**src/rtl/pipe_seq_pkg.sv**
```systemverilog
// Shared types and constants for the pipeline sequencer: FSM encoding,
// scoreboard entry layout and the NOP field values loaded into ID/EX.
package pipe_seq_pkg;

  localparam int unsigned REG_W   = 5;
  localparam int unsigned WAIT_W  = 10;
  localparam int unsigned STALL_W = 32;

  localparam logic [0:0] ST_RUN      = 1'b0;
  localparam logic [0:0] ST_MEM_WAIT = 1'b1;

  typedef struct packed {
    logic             valid;
    logic [REG_W-1:0] dest;
  } stage_entry_t;

  localparam logic       NOP_WB_EN       = 1'b0;
  localparam logic       NOP_MEM_SIGNAL  = 1'b0;
  localparam logic [1:0] NOP_BRANCH_TYPE = 2'b00;

  // True when an in-flight writer produces the register a source reads.
  function automatic logic src_match(input stage_entry_t e,
                                     input logic [REG_W-1:0] src,
                                     input logic r0_zero);
    return e.valid && (e.dest == src) && !(r0_zero && (src == '0));
  endfunction

endpackage

```
**src/rtl/hazard_scoreboard.sv**
```systemverilog
// Two-entry destination scoreboard (EXE, MEM) and the RAW hazard compare
// for the two ID source operands.
module hazard_scoreboard
  import pipe_seq_pkg::*;
#(
  parameter logic R0_IS_ZERO = 1'b1
) (
  input  logic             clk,
  input  logic             rst,
  input  logic             hold,
  input  logic             ins_valid,
  input  logic [REG_W-1:0] ins_dest,
  input  logic [REG_W-1:0] src1,
  input  logic [REG_W-1:0] src2,
  input  logic             src1_used,
  input  logic             src2_used,
  output logic             hazard
);

  stage_entry_t ex_q;
  stage_entry_t mem_q;

  always_ff @(posedge clk) begin
    if (rst) begin
      ex_q  <= '0;
      mem_q <= '0;
    end else if (!hold) begin
      mem_q <= ex_q;
      ex_q  <= {ins_valid, ins_dest};
    end
  end

  logic match1;
  logic match2;

  assign match1 = src_match(ex_q, src1, R0_IS_ZERO) | src_match(mem_q, src1, R0_IS_ZERO);
  assign match2 = src_match(ex_q, src2, R0_IS_ZERO) | src_match(mem_q, src2, R0_IS_ZERO);
  assign hazard = (src1_used & match1) | (src2_used & match2);

endmodule

```
**src/rtl/pipe_sequencer.sv**
```systemverilog
// Pipeline sequencer: RAW stall, branch flush and data-memory freeze
// control for the 5-stage core, plus timeout and stall-count bookkeeping.
module pipe_sequencer
  import pipe_seq_pkg::*;
#(
  parameter logic        R0_IS_ZERO  = 1'b1,
  parameter int unsigned MEM_TIMEOUT = 255
) (
  input  logic               clk,
  input  logic               rst,
  input  logic [REG_W-1:0]   id_src1,
  input  logic [REG_W-1:0]   id_src2,
  input  logic               id_src1_used,
  input  logic               id_src2_used,
  input  logic               id_wb_en,
  input  logic [REG_W-1:0]   id_dest,
  input  logic               br_taken,
  input  logic               mem_req,
  input  logic               mem_ready,
  output logic               pc_freeze,
  output logic               ifid_freeze,
  output logic               flush,
  output logic               idex_bubble,
  output logic               pipe_freeze,
  output logic               mem_err,
  output logic [STALL_W-1:0] stall_cycles
);

  localparam logic [WAIT_W-1:0] TIMEOUT_CNT = WAIT_W'(MEM_TIMEOUT);

  logic [0:0]         state_q, state_d;
  logic [WAIT_W-1:0]  wait_q, wait_d;
  logic               err_q, err_d;
  logic [STALL_W-1:0] stall_q, stall_d;

  logic hazard;
  logic mem_stall;
  logic ins_valid;

  assign mem_stall = mem_req & ~mem_ready;
  assign ins_valid = id_wb_en & ~idex_bubble & ~flush;

  hazard_scoreboard #(
    .R0_IS_ZERO (R0_IS_ZERO)
  ) u_scoreboard (
    .clk       (clk),
    .rst       (rst),
    .hold      (pipe_freeze),
    .ins_valid (ins_valid),
    .ins_dest  (id_dest),
    .src1      (id_src1),
    .src2      (id_src2),
    .src1_used (id_src1_used),
    .src2_used (id_src2_used),
    .hazard    (hazard)
  );

  // Next state, counters and the priority mux: mem stall > branch > hazard.
  always_comb begin
    state_d     = state_q;
    wait_d      = wait_q;
    err_d       = err_q;
    stall_d     = stall_q;
    pc_freeze   = 1'b0;
    ifid_freeze = 1'b0;
    flush       = 1'b0;
    idex_bubble = 1'b0;
    pipe_freeze = 1'b0;
    mem_err     = err_q & ~rst;

    case (state_q)
      ST_RUN: begin
        if (mem_stall) begin
          state_d = ST_MEM_WAIT;
          wait_d  = '0;
        end
      end
      ST_MEM_WAIT: begin
        if (mem_ready) begin
          state_d = ST_RUN;
        end else if (mem_stall && (wait_q != TIMEOUT_CNT)) begin
          wait_d = wait_q + WAIT_W'(1);
          if ((wait_q + WAIT_W'(1)) == TIMEOUT_CNT) err_d = 1'b1;
        end
      end
      default: state_d = ST_RUN;
    endcase

    if (!rst) begin
      if (mem_stall) begin
        pipe_freeze = 1'b1;
        pc_freeze   = 1'b1;
        ifid_freeze = 1'b1;
      end else if (br_taken) begin
        flush       = 1'b1;
        idex_bubble = 1'b1;
      end else if (hazard) begin
        pc_freeze   = 1'b1;
        ifid_freeze = 1'b1;
        idex_bubble = 1'b1;
        if (stall_q != '1) stall_d = stall_q + STALL_W'(1);
      end
    end
  end

  always_ff @(posedge clk) begin
    if (rst) begin
      state_q <= ST_RUN;
      wait_q  <= '0;
      err_q   <= 1'b0;
      stall_q <= '0;
    end else begin
      state_q <= state_d;
      wait_q  <= wait_d;
      err_q   <= err_d;
      stall_q <= stall_d;
    end
  end

  assign stall_cycles = stall_q;

endmodule

```
**config.mk**
```make
export PLATFORM = sky130hd
export DESIGN_NAME = pipe_sequencer
export DESIGN_NICKNAME = d
export VERILOG_FILES = /design/src/rtl/pipe_seq_pkg.sv /design/src/rtl/hazard_scoreboard.sv /design/src/rtl/pipe_sequencer.sv
export SDC_FILE = /design/constraint.sdc
export NUM_CORES = 1
export LEC_CHECK = 0
export CAP_MARGIN = 20
export CORE_MARGIN = 1.5
export CORE_UTILIZATION = 56
export CTS_CLUSTER_SIZE = 16
export DETAILED_ROUTE_END_ITERATION = 8
export PLACE_DENSITY = 0.83
export SLEW_MARGIN = 20
export SYNTH_ARGS = -nofsm -noshare
export SYNTH_HDL_FRONTEND = slang
export SYNTH_SLANG_ARGS = --single-unit
```
**constraint.sdc**
```tcl
create_clock -name clk -period 5.8 [get_ports clk]
set_input_delay 1.16 -clock clk [delete_from_list [all_inputs] [get_ports clk]]
set_output_delay 1.16 -clock clk [all_outputs]
set_load 0.1 [all_outputs]
```
### Word level (Yosys, flattened, before mapping)

Index checks and enable logic that the tools add are counted.
Widths: inputs -> output; s select.

| cells by class | value |
|---|---|
| eq/ne operators | 10 |
| reduce and logical (&&, ||, !) cells | 16 |
| bitwise logic cells | 16 |
| multiplexer cells | 18 |
| add/sub/neg operators | 2 |

Operators with widths:

| operator | number |
|---|---|
| $add 32x1->32 const B | 1 |
| $ne 32x32->1 const B | 1 |
| $mux 10 | 3 |
| $eq 5x5->1 | 4 |
| $pmux 10 s2 | 1 |
| $mux 1 | 13 |
| $add 10x1->10 const B | 1 |
| $eq 10x8->1 const B | 1 |
| $logic_not 5->1 | 2 |
| $ne 10x8->1 const B | 1 |
| $logic_and 1x1->1 | 9 |
| $reduce_and 4->1 | 2 |
| $not 1->1 | 7 |
| $and 1x1->1 | 6 |
| $ne 2x2->1 const B | 2 |
| $or 1x1->1 | 3 |
| $reduce_and 3->1 | 1 |
| $logic_not 1->1 | 2 |
| $ne 2x1->1 const B | 1 |
| $pmux 1 s2 | 1 |

| word-level totals | value |
|---|---|
| output and inout port bits | 38 |
| word-level logic and storage cells | 70 |
| flip-flop bits (word level) | 56 |
| input bits | 23 |

### Logic depth before layout (Yosys ltp)

Gate-level depths: netlist of the first run.

| logic depth | value |
|---|---|
| depth after elaboration | 13 |
| mapped depth | 8 |

### By module

From an unflattened synthesis of the first run, not the netlist that was laid out.

| unflattened totals | value |
|---|---|
| cell total of the unflattened synthesis | 370 |
| area total of the unflattened synthesis | 3086.7 um^2 |

Modules (own cells, without submodules):

| module | instances | area each (um^2) | cells an instance |
|---|---|---|---|
| pipe_sequencer | 1 | 2411.1 | 299 |
| hazard_scoreboard | 1 | 675.6 | 71 |

### Least setup slack after synthesis of the first run

Ideal clock, no wire load.

| timing | value |
|---|---|
| kind | input to output |
| start point | input port id_src2[4] |
| end point | output port idex_bubble |
| stages on the path | 5 |
| required time | 4.640 ns |
| arrival | 4.267 ns |
| buffers on the path | 0 |
| path slack | 0.373 ns |
| path through | xor2_1 -> nor4_2 -> a32oi_1 -> o22a_1 -> a211oi_1 |

| on the way | value |
|---|---|
| word-level cells in the longest chain between the ends | 10 |
| elaborated cells between the ends (all ways) | 15 |
| those cells by class | eq/ne: 2; mux: 4; bitwise: 3; reduce/logical: 6 |

Ends and longest elaborated chain:

| item | RTL line | source |
|---|---|---|
| start: declaration | pipe_sequencer.sv:12 | `input logic [REG_W-1:0] id_src2,` |
| $eq 5x5->1 / $logic_not 5->1 (equally long branches) | pipe_seq_pkg.sv:25 | `return e.valid && (e.dest == src) && !(r0_zero && (src == '0));` |
| $logic_and 1x1->1 / $logic_not 1->1 (equally long branches) | pipe_seq_pkg.sv:25 |  |
| $logic_and 1x1->1 | pipe_seq_pkg.sv:25 |  |
| $or 1x1->1 * | hazard_scoreboard.sv:37 | `assign match2 = src_match(ex_q, src2, R0_IS_ZERO) \| src_match(mem_q, src2, R0_IS_ZERO);` |
| $and 1x1->1 * | hazard_scoreboard.sv:38 | `assign hazard = (src1_used & match1) \| (src2_used & match2);` |
| $or 1x1->1 * | hazard_scoreboard.sv:38 |  |
| $mux 1 * | pipe_sequencer.sv:97 | `end else if (hazard) begin` |
| $mux 1 * | pipe_sequencer.sv:94 | `end else if (br_taken) begin` |
| $mux 1 * | pipe_sequencer.sv:90 | `if (mem_stall) begin` |
| $mux 1 * | pipe_sequencer.sv:89 | `if (!rst) begin` |
| end: declaration | pipe_sequencer.sv:23 | `output logic idex_bubble,` |

Every way passes the cells marked *; elsewhere a longest branch is shown, timed or not.

### Worst setup path after layout of the first run

| timing | value |
|---|---|
| start point | input port id_src2[1] |
| end point | output port pc_freeze |

| on the way | value |
|---|---|
| word-level cells in the longest chain between the ends | 10 |
| elaborated cells between the ends (all ways) | 15 |
| those cells by class | eq/ne: 2; mux: 4; bitwise: 3; reduce/logical: 6 |

Ends and longest elaborated chain:

| item | RTL line | source |
|---|---|---|
| $eq 5x5->1 / $logic_not 5->1 (equally long branches) | pipe_seq_pkg.sv:25 |  |
| $logic_and 1x1->1 / $logic_not 1->1 (equally long branches) | pipe_seq_pkg.sv:25 |  |
| $logic_and 1x1->1 | pipe_seq_pkg.sv:25 |  |
| $or 1x1->1 * | hazard_scoreboard.sv:37 |  |
| $and 1x1->1 * | hazard_scoreboard.sv:38 |  |
| $or 1x1->1 * | hazard_scoreboard.sv:38 |  |
| $mux 1 * | pipe_sequencer.sv:97 |  |
| $mux 1 * | pipe_sequencer.sv:94 |  |
| $mux 1 * | pipe_sequencer.sv:90 |  |
| $mux 1 * | pipe_sequencer.sv:89 |  |
| end: declaration | pipe_sequencer.sv:20 | `output logic pc_freeze,` |

Marks and branches as above.

==> impl_results.md, run 1 <==
* Status: finished, final reports clean
* Die Span Y at 77.3 microns
* PwrDens at 192 nW/um^2
* Antenna diodes at 0
* Leading register cell type out of synthesis: dfxtp_1
* Overflow after GRT at 0
* Clock Tree Root: clkbuf_8
* Total wire length at 7.81 mm
* Setup total negative slack at 0 ns
* WS Path Type: input port to output pin
* Synth area leaders: dfxtp_1, a21oi_1, nand2_1
* TritonCTS clock tree: done
* CTS Buf Count at 5
* Hold Vio Cnt, Final at 0
* Clk_lat worst skew at 0.31 ns
* CTS resizes at 0
* Die area at 5980 sq um
* Largest net degree at the start of global routing at 68
* Worst Setup End Kind: output pin
* Worst setup startpoint: id_src2[1]
* CP delay by family, top: compound AO/OA/AOI/OAI gates
* Worst IR drop on VDD at 0.000151 V
* Via density at 6.20
* Slew HR at 34.4%
* CP bufs+invs at 2
* DR WL/cell at 15.3 microns
* Worst EP required at 4.64 ns
* Min-delay src: u_scoreboard.mem_q[2]
* Routability-driven placement congestion ratio at 0.957
* Dpl cells at 503
* Minimum clock period at 4.58 ns
* Initial antenna violation count at 0
* Post-CTS setup buffers at 0
* First-pass GRT wire length at 12.9 mm
* Register area at 1120 sq um
* Dpl hpwl at 5.30 mm
* Final setup viols at 0
* Critical Path AT at 3.42 ns
* Critical-path cell list: clkdlybuf4s50_1 > or4_1 > o21ai_0 > o32a_4 > a21oi_1 > buf_4
* Fill count at 435
* Slowest-stage cell, CP: or4_1
* First DRT Iteration DRCs at 273
* H-tree depth at 2
* Multi-input gate area at 1860 sq um
* Tcrit/Tclk final at 79.0%
* Vias at 3168
* Cell Area, Synth at 3090 sq um
* Total power at 0.000730 W
* Max cap viols at 0
* Final non-filler cell total at 511
* Sequential-to-total area share from yosys stat at 36.2%
* Reg-to-reg startpoint: stall_cycles[0]
* Ports at 61
* Post-synth top area cell: dfxtp_1
* Routed Antenna Nets at 0
* Top cells by count, synth: dfxtp_1, a21oi_1, nand2_1
* Clock transition at path regs at 0.10 ns
* Post-synth ARST share at 0%
* Worst Hold Class: flip-flop to flip-flop
* YS warnings at 0
* First-pass DRT Iterations at 5
* Tot GR Track Use at 26.4%
* Initial Util at 59.4%
* Crit Path Max Fanout at 52
* Worst Tran Pin Value at 0.981 ns
* Die Wd at 77.3 microns
* Leak at 1.25 nW
* Post-synth EDFFs at 0
* Final net count at 466
* Clock Sinks at 56
* Syn Area/Cell at 7.85 sq um
* DRC Markers at 0
* Core Region at 5200 sq um
* CTS Hold Buffers Added at 0
* Post-synth cell types at 43
* F_max at 218 MHz
* Setup Skew at 0.0114 ns
* Synth Register Bits at 56
* Max Transition Viols Final at 0
* Share of layout cells above drive strength 1 at 6.12%
* Synth-to-layout area growth at 22.9%
* RSZ-0062 raised after global routing: no
* Crit path launch type: input port
* Syn_nets at 420
* Area share of the largest cell type after synthesis at 36.2%
* FP Rows at 26
* Count leader, synth: dfxtp_1
* Clk buf depth at 2
* CP peak stage delay at 0.54 ns
* Mapped Cells at 394
* Port buffer count at 60
* Vias in the first global route at 2843
kinds of logic after synthesis:
group / synth area share [%]
flops: 36.2
compound gates: 16.8
mux: 2.14
buf+inv: 3.84
fa+ha+maj: 1.21
xor+xnor: 6.51
simple gates: 33.2
layout make-up:
cell class	count	area share (%)
Timing Repair Buffer	62	15.7
Inverter	5	0.494
Tap cell	70	2.30
Sequential cell	56	29.5
Multi-Input combinational cell	310	48.9
Clock buffer	5	1.81
Clock inverter	3	1.22
metal layers:
layer | vias up | wire length [microns] | GRT usage [%]
met5 | - | 0 | 0
met4 | 0 | 111 | 8.00
met3 | 12 | 489 | 4.88
met2 | 131 | 3650 | 41.8
met1 | 1495 | 3570 | 36.4
li1 | 1530 | - | -
power breakdown:
| group | switching [W] | internal [W] |
|---|---|---|
| combinational | 0.0000434 | 0.0000288 |
| sequential | 0.00000647 | 0.000389 |
| clock | 0.000132 | 0.000130 |
cell usage in the layout (no fill, tap or decap), types with 2 or more instances in the layout:
master	synthesis	routed
o31ai_1	7	7
nor2b_1	9	9
a32oi_1	2	2
nand2b_1	4	4
or3_1	20	20
a21oi_1	46	46
and2_1	4	4
a211oi_1	2	2
nor2_1	21	21
and4_1	6	6
inv_1	5	5
buf_4	1	7
ha_1	3	3
nor3_1	11	11
nand2_1	41	41
nand3_1	21	21
xnor2_1	7	7
nor4_1	4	4
mux2_2	5	5
clkdlybuf4s50_1	0	54
clkbuf_8	0	5
nand4_1	15	15
and3_1	10	10
dfxtp_1	56	56
xor2_1	16	16
or4_1	13	13
o21ai_0	29	29
stage by stage:
stage                     hold slack, ns  worst slack, ns  util, %  instance area, sq um
final                              0.499             1.22     73.0                  3800
after CTS                          0.501             1.22     72.9                  3790
after detailed placement           0.487             1.24     70.7                  3680
after global placement             0.467             1.29     70.7                  3680
after global routing               0.514             1.07     73.0                  3800
after floorplan                    0.440            0.373        -                  3090
sequential cells by signal, summed over array words and instances, names as in the netlist:
| signal | flops |
|---|---|
| stall_cycles | 32 |
| wait_q | 10 |
| u_scoreboard.ex_q | 6 |
| u_scoreboard.mem_q | 6 |
| err_q | 1 |
| state_q | 1 |
worst min-delay path: stages (launching register included):
cell,delay [ns]
dfxtp_1,0.35
nand2_1,0.06
a21oi_1,0.05
path summary, 6_finish.rpt:
kind | end | slack, ns | cells after the start
worst max-delay path | pc_freeze | 1.22 | 6
worst min-delay path | u_scoreboard.mem_q[2] | 0.50 | 2
worst max register to register | stall_cycles[17] | 3.20 | 7
worst min register to register | u_scoreboard.mem_q[2] | 0.50 | 2
No activity file was read; power rests on OpenSTA's default activity.
==> run 2: changes to the inputs <==
--- a/config.mk
+++ b/config.mk
@@ -7,10 +7,10 @@
 export LEC_CHECK = 0
 export CAP_MARGIN = 20
 export CORE_MARGIN = 1.5
-export CORE_UTILIZATION = 56
+export CORE_UTILIZATION = 47
 export CTS_CLUSTER_SIZE = 16
 export DETAILED_ROUTE_END_ITERATION = 8
-export PLACE_DENSITY = 0.83
+export PLACE_DENSITY = 0.74
 export SLEW_MARGIN = 20
 export SYNTH_ARGS = -nofsm -noshare
 export SYNTH_HDL_FRONTEND = slang
==> constraint.sdc (replaced) <==
create_clock -name clk -period 3.82 [get_ports clk]
set_input_delay 0.764 -clock clk [delete_from_list [all_inputs] [get_ports clk]]
set_output_delay 0.764 -clock clk [all_outputs]
set_load 0.1 [all_outputs]
==> impl_results.md, run 2 (synthesis results as in run 1) <==
* Die area at 7080 sq um (+18%)
* Antenna diodes at 0 (unchanged)
* Slew HR at 31.1% (-3.3 points)
* H-tree depth at 2 (unchanged)
* Setup total negative slack at 0 ns (unchanged)
* Worst IR drop on VDD at 0.000138 V (-9.1%)
* Port buffer count at 60 (unchanged)
* Via density at 5.81 (-6.2%)
* Hold slack at 0.481 ns (-0.0179 ns)
* Largest register FFs at 32 (unchanged)
* Clk_lat worst skew at 0.31 ns (about the same)
* Leak at 1.27 nW (+1.8%)
* Dpl hpwl at 5.33 mm (+0.59%)
* Hold Vio Cnt, Final at 0 (unchanged)
* Synth-to-layout area growth at 25.1%
* Final net count at 468 (+0.43%)
* Routability-driven placement congestion ratio at 0.920 (-3.9%)
* Worst Setup End Kind: output pin
* Worst Tran Pin Value at 1.02 ns (+0.0382 ns)
* Routed Antenna Nets at 0 (unchanged)
* Final setup viols at 0 (unchanged)
* Vias at 3017 (-4.8%)
* DRC Markers at 0 (unchanged)
* Total wire length at 7.67 mm (-1.9%)
* Max Transition Viols Final at 0 (unchanged)
* Critical Path AT at 2.73 ns (-0.69 ns)
* Fin util at 60.9% (-12 points)
* Clock transition at path regs at 0.09 ns (about the same)
* Clock Tree Root: clkbuf_8
* Ports at 61 (unchanged)
* FP Rows at 29 (+12%)
* Worst Hold Class: flip-flop to flip-flop
* Share of layout cells above drive strength 1 at 7.24% (+1.1 points)
* WS Path Type: input port to output pin
* Status: finished, final reports clean
* DR WL/cell at 14.8 microns (-3.4%)
* Worst EP required at 3.06 ns (-1.58 ns)
* Dpl cells at 512 (+1.8%)
* Final non-filler cell total at 519 (+1.6%)
* Overflow after GRT at 0 (unchanged)
* Initial Util at 48.7% (-11 points)
* Tot GR Track Use at 21.7% (-4.7 points)
* CTS Buf Count at 5 (unchanged)
* Crit Path Max Fanout at 8 (-85%)
* CTS resizes at 0 (unchanged)
* Initial antenna violation count at 0 (unchanged)
* TritonCTS clock tree: done
* Minimum clock period at 3.50 ns
* First-pass DRT Iterations at 4 (-1)
* First DRT Iteration DRCs at 182 (-33%)
* Die Wd at 84.1 microns (+8.8%)
* Die Span Y at 84.1 microns (+8.8%)
* Post-CTS setup buffers at 0 (unchanged)
* RSZ-0062 raised after global routing: no
* Setup Skew at 0.00712 ns (-0.00431 ns)
* Clock Sinks at 56 (unchanged)
* Most frequent cells in the layout: dfxtp_1, clkdlybuf4s50_1, a21oi_1
* F_max at 286 MHz
* Commonest non-fill, non-tap cell in the layout: dfxtp_1
* Crit path launch type: input port
* Core Region at 6350 sq um (+22%)
* First-pass GRT wire length at 12.7 mm (-1.5%)
* Largest net degree at the start of global routing at 52 (-24%)
* CTS Hold Buffers Added at 0 (unchanged)
* Vias in the first global route at 2725 (-4.2%)
* Tcrit/Tclk final at 91.6%
* Clk buf depth at 2 (unchanged)
* PwrDens at 276 nW/um^2 (+43%)
* Max cap viols at 0 (unchanged)
-- run 2: cell types whose count changed in the layout (fill, tap and decap cells not counted), sizes merged --
cell | previous run | this run
buf | 8 | 11
clkbuf | 5 | 7
bufinv | 1 | 0
clkdlybuf4s50 | 54 | 53
clkinvlp | 1 | 0
inv | 6 | 5
-- run 2: worst paths after layout --
kind	startpoint	end	slack [ns]	depth (start not counted)
setup / recovery	id_src2[4]	idex_bubble	0.32	7
hold / removal	u_scoreboard.mem_q[5]	u_scoreboard.mem_q[5]	0.48	2
setup reg to reg	stall_cycles[21]	stall_cycles[11]	1.27	6
hold reg to reg	u_scoreboard.mem_q[5]	u_scoreboard.mem_q[5]	0.48	2
-- run 2: final cells by class --
cell class / count / area [sq um]
inverter: 5 / 18.8
sequential: 56 / 1120
timing repair buffer: 64 / 661
tap: 77 / 96.3
fill: 565 / 2480
clock buffer: 7 / 96.3
multi-input combinational: 310 / 1880
-- run 2: per-layer routing --
layer | global-route usage (%) | part of all wire, % | vias up
li1 | - | - | 1530
met1 | 30.7 | 50 | 1407
met2 | 33.4 | 44 | 69
met3 | 3.96 | 4.9 | 11
met4 | 7.45 | 1.7 | 0
met5 | 0 | 0 | -
-- run 2: worst max-delay path, stage by stage --
cell and delay (ns):
clkdlybuf4s50_1 0.47, xor2_1 0.18, nor4_2 0.30, a32oi_1 0.17
o22a_1 0.31, a211oi_2 0.33, buf_12 0.21
-- run 2: through the flow --
stage               power, W  setup WS [ns]  area [sq um]
finish               0.00107          0.321          3870
global route         0.00111          0.152          3870
CTS                  0.00108          0.302          3870
detailed placement  0.000730          0.309          3770
global placement    0.000729          0.342          3770
floorplan           0.000680          0.146          3110
-- run 2: report_power, final --
part           internal, W  switching [W]
registers         0.000590     0.00000991
logic            0.0000498      0.0000668
clock network     0.000162       0.000187
total             0.000802       0.000264
==> run 3: changes to the inputs <==
--- a/config.mk
+++ b/config.mk
@@ -7,10 +7,10 @@
 export LEC_CHECK = 0
 export CAP_MARGIN = 20
 export CORE_MARGIN = 1.5
-export CORE_UTILIZATION = 47
+export CORE_UTILIZATION = 56
 export CTS_CLUSTER_SIZE = 16
 export DETAILED_ROUTE_END_ITERATION = 8
-export PLACE_DENSITY = 0.74
+export PLACE_DENSITY = 0.83
 export SLEW_MARGIN = 20
 export SYNTH_ARGS = -nofsm -noshare
 export SYNTH_HDL_FRONTEND = slang
==> constraint.sdc (replaced) <==
create_clock -name clk -period 4.11 [get_ports clk]
set_input_delay 0.822 -clock clk [delete_from_list [all_inputs] [get_ports clk]]
set_output_delay 0.822 -clock clk [all_outputs]
set_load 0.1 [all_outputs]
==> impl_results.md, run 3 (synthesis results as in run 1) <==
* Final net count at 470 (+0.43%)
* Crit Path Max Fanout at 8 (unchanged)
* Dpl hpwl at 5.42 mm (+1.6%)
* TritonCTS clock tree: done
* Vias at 3145 (+4.2%)
* Routed Antenna Nets at 0 (unchanged)
* Post-CTS setup buffers at 0 (unchanged)
* Worst Hold Class: flip-flop to flip-flop
* RSZ-0062 raised after global routing: no
* Port buffer count at 60 (unchanged)
* Fill count at 415 (-27%)
* CP peak stage delay at 0.49 ns (+0.02 ns)
* CTS Buf Count at 5 (unchanged)
* Switching fraction of total power at 24.7% (-0.026 points)
* Die Wd at 77.3 microns (-8.1%)
* Critical Path AT at 2.81 ns (+0.08 ns)
* Vias in the first global route at 2861 (+5.0%)
* Tcrit/Tclk final at 88.4%
* CTS Hold Buffers Added at 0 (unchanged)
* Minimum clock period at 3.63 ns
* Antenna diodes at 0 (unchanged)
* Setup total negative slack at 0 ns (unchanged)
* Die Span Y at 77.3 microns (-8.1%)
* First DRT Iteration DRCs at 240 (+32%)
* Multi-input gate area at 1870 sq um (-0.20%)
* Core Region at 5200 sq um (-18%)
* Clock Sinks at 56 (unchanged)
* Status: finished, final reports clean
* Via density at 6.11 (+5.1%)
* F_max at 275 MHz
* Routability-driven placement congestion ratio at 0.900 (-2.2%)
* Max cap viols at 0 (unchanged)
* Tot GR Track Use at 26.8% (+5.1 points)
* Die area at 5980 sq um (-16%)
* DRC Markers at 0 (unchanged)
* Overflow after GRT at 0 (unchanged)
* Slowest-stage cell, CP: clkdlybuf4s50_1
* Final setup viols at 0 (unchanged)
* Critical-path cell list: clkdlybuf4s50_1 > xor2_1 > nor4_1 > a32oi_1 > o22a_1 > a211oi_2 > buf_12
* Dpl cells at 507 (-0.98%)
* FP Rows at 26 (-10%)
* Setup Skew at 0.0101 ns (+0.00297 ns)
* Slew HR at 33.2% (+2.1 points)
* Worst IR drop on VDD at 0.000161 V (+17%)
* Initial antenna violation count at 0 (unchanged)
* Leak at 1.28 nW (+1.0%)
* Largest net degree at the start of global routing at 52 (unchanged)
* Synth-to-layout area growth at 25.6%
* Fin util at 74.6% (+14 points)
* Register area at 1120 sq um (unchanged)
* Most frequent cells in the layout: dfxtp_1, clkdlybuf4s50_1, a21oi_1
* Share of layout cells above drive strength 1 at 7.64% (+0.40 points)
* DR WL/cell at 15.1 microns (+2.1%)
* Clk_lat worst skew at 0.32 ns (about the same)
* Total wire length at 7.77 mm (+1.4%)
* Reg2Reg Setup Slack at 1.57 ns (+0.30 ns)
* Final non-filler cell total at 515 (-0.77%)
* Flop pwr share at 54.0% (-2.3 points)
* Ports at 61 (unchanged)
* Largest register FFs at 32 (unchanged)
* Worst Tran Pin Value at 0.999 ns (-0.0204 ns)
* Hold Vio Cnt, Final at 0 (unchanged)
* Clock power share at 35.3% (+2.5 points)
* H-tree depth at 2 (unchanged)
* Initial Util at 59.4% (+11 points)
* Max Transition Viols Final at 0 (unchanged)
* WS Path Type: input port to output pin
* PwrDens at 266 nW/um^2 (-3.4%)
* Crit path launch type: input port
* Clock Tree Root: clkbuf_8
* First-pass GRT wire length at 13.2 mm (+4.1%)
* Clk buf depth at 2 (unchanged)
* Clock transition at path regs at 0.10 ns (about the same)
* Worst EP required at 3.29 ns (+0.23 ns)
* First-pass DRT Iterations at 5 (+1)
* Net Switching at 0.000256 W (-3.2%)
* CTS resizes at 0 (unchanged)
* Commonest non-fill, non-tap cell in the layout: dfxtp_1
* Worst Setup End Kind: output pin
* Internal power at 0.000778 W (-3.1%)
* Combinational Power Share at 10.7% (-0.2 points)
==> run 3: cell types whose count changed in the layout (fill, tap and decap cells not counted), sizes merged <==
cell / before / now
buf: 11 / 13
bufinv: 0 / 1
clkbuf: 7 / 6
clkinv: 0 / 1
==> run 3: cell type report <==
type / count / share of cell area [%]
flip-flops and latches: 56 / 28.9
well taps: 70 / 2.26
clock buffers: 6 / 1.87
clock inverters: 2 / 0.902
inverters: 5 / 0.483
multi-input cells: 310 / 48.2
repair buffers: 66 / 17.4
==> run 3: power by group through the flow <==
stage | sequential, W | combinational (W) | clock, W
2_1_floorplan | 0.000568 | 0.0000642 | 0
3_5_place_dp | 0.000570 | 0.000110 | 0
6_report | 0.000558 | 0.000111 | 0.000364
4_1_cts | 0.000558 | 0.000111 | 0.000369
3_3_place_gp | 0.000570 | 0.000107 | 0
5_1_grt | 0.000559 | 0.000120 | 0.000389
==> run 3: stage by stage <==
| step | total power [W] | worst slack, ns | hold WS, ns | area (sq um) |
|---|---|---|---|---|
| 2_1_floorplan | 0.000632 | 0.0817 | 0.440 | 3110 |
| 3_3_place_gp | 0.000677 | 0.530 | 0.463 | 3770 |
| 3_5_place_dp | 0.000680 | 0.476 | 0.473 | 3770 |
| 4_1_cts | 0.00104 | 0.466 | 0.491 | 3880 |
| 5_1_grt | 0.00107 | 0.331 | 0.527 | 3880 |
| 6_report | 0.00103 | 0.477 | 0.490 | 3880 |
==> run 3: critical path, delay by kind of cell <==
| family | cells | cell delay [ns] |
|---|---|---|
| AO/OA/AOI/OAI | 3 | 0.78 |
| XOR/XNOR | 1 | 0.18 |
| buffers and inverters | 2 | 0.71 |
| AND/OR/NAND/NOR | 1 | 0.32 |
==> run 3: path summary, 6_finish.rpt <==
check,to,cells after the start,startpoint
max,idex_bubble,7,id_src2[0]
min,wait_q[7],2,wait_q[7]
max reg2reg,stall_cycles[17],6,stall_cycles[21]
min reg2reg,wait_q[7],2,wait_q[7]
==> run 3: per-layer routing <==
layer / wire length (microns) / GRT usage [%] / part of all wire (%) / vias up
met4: 51 / 5.45 / 0.66 / 0
li1: - / - / - / 1535
met2: 3570 / 43.0 / 46 / 106
met5: 0 / 0 / 0 / -
met1: 3610 / 37.0 / 47 / 1497
met3: 534 / 5.95 / 6.9 / 7
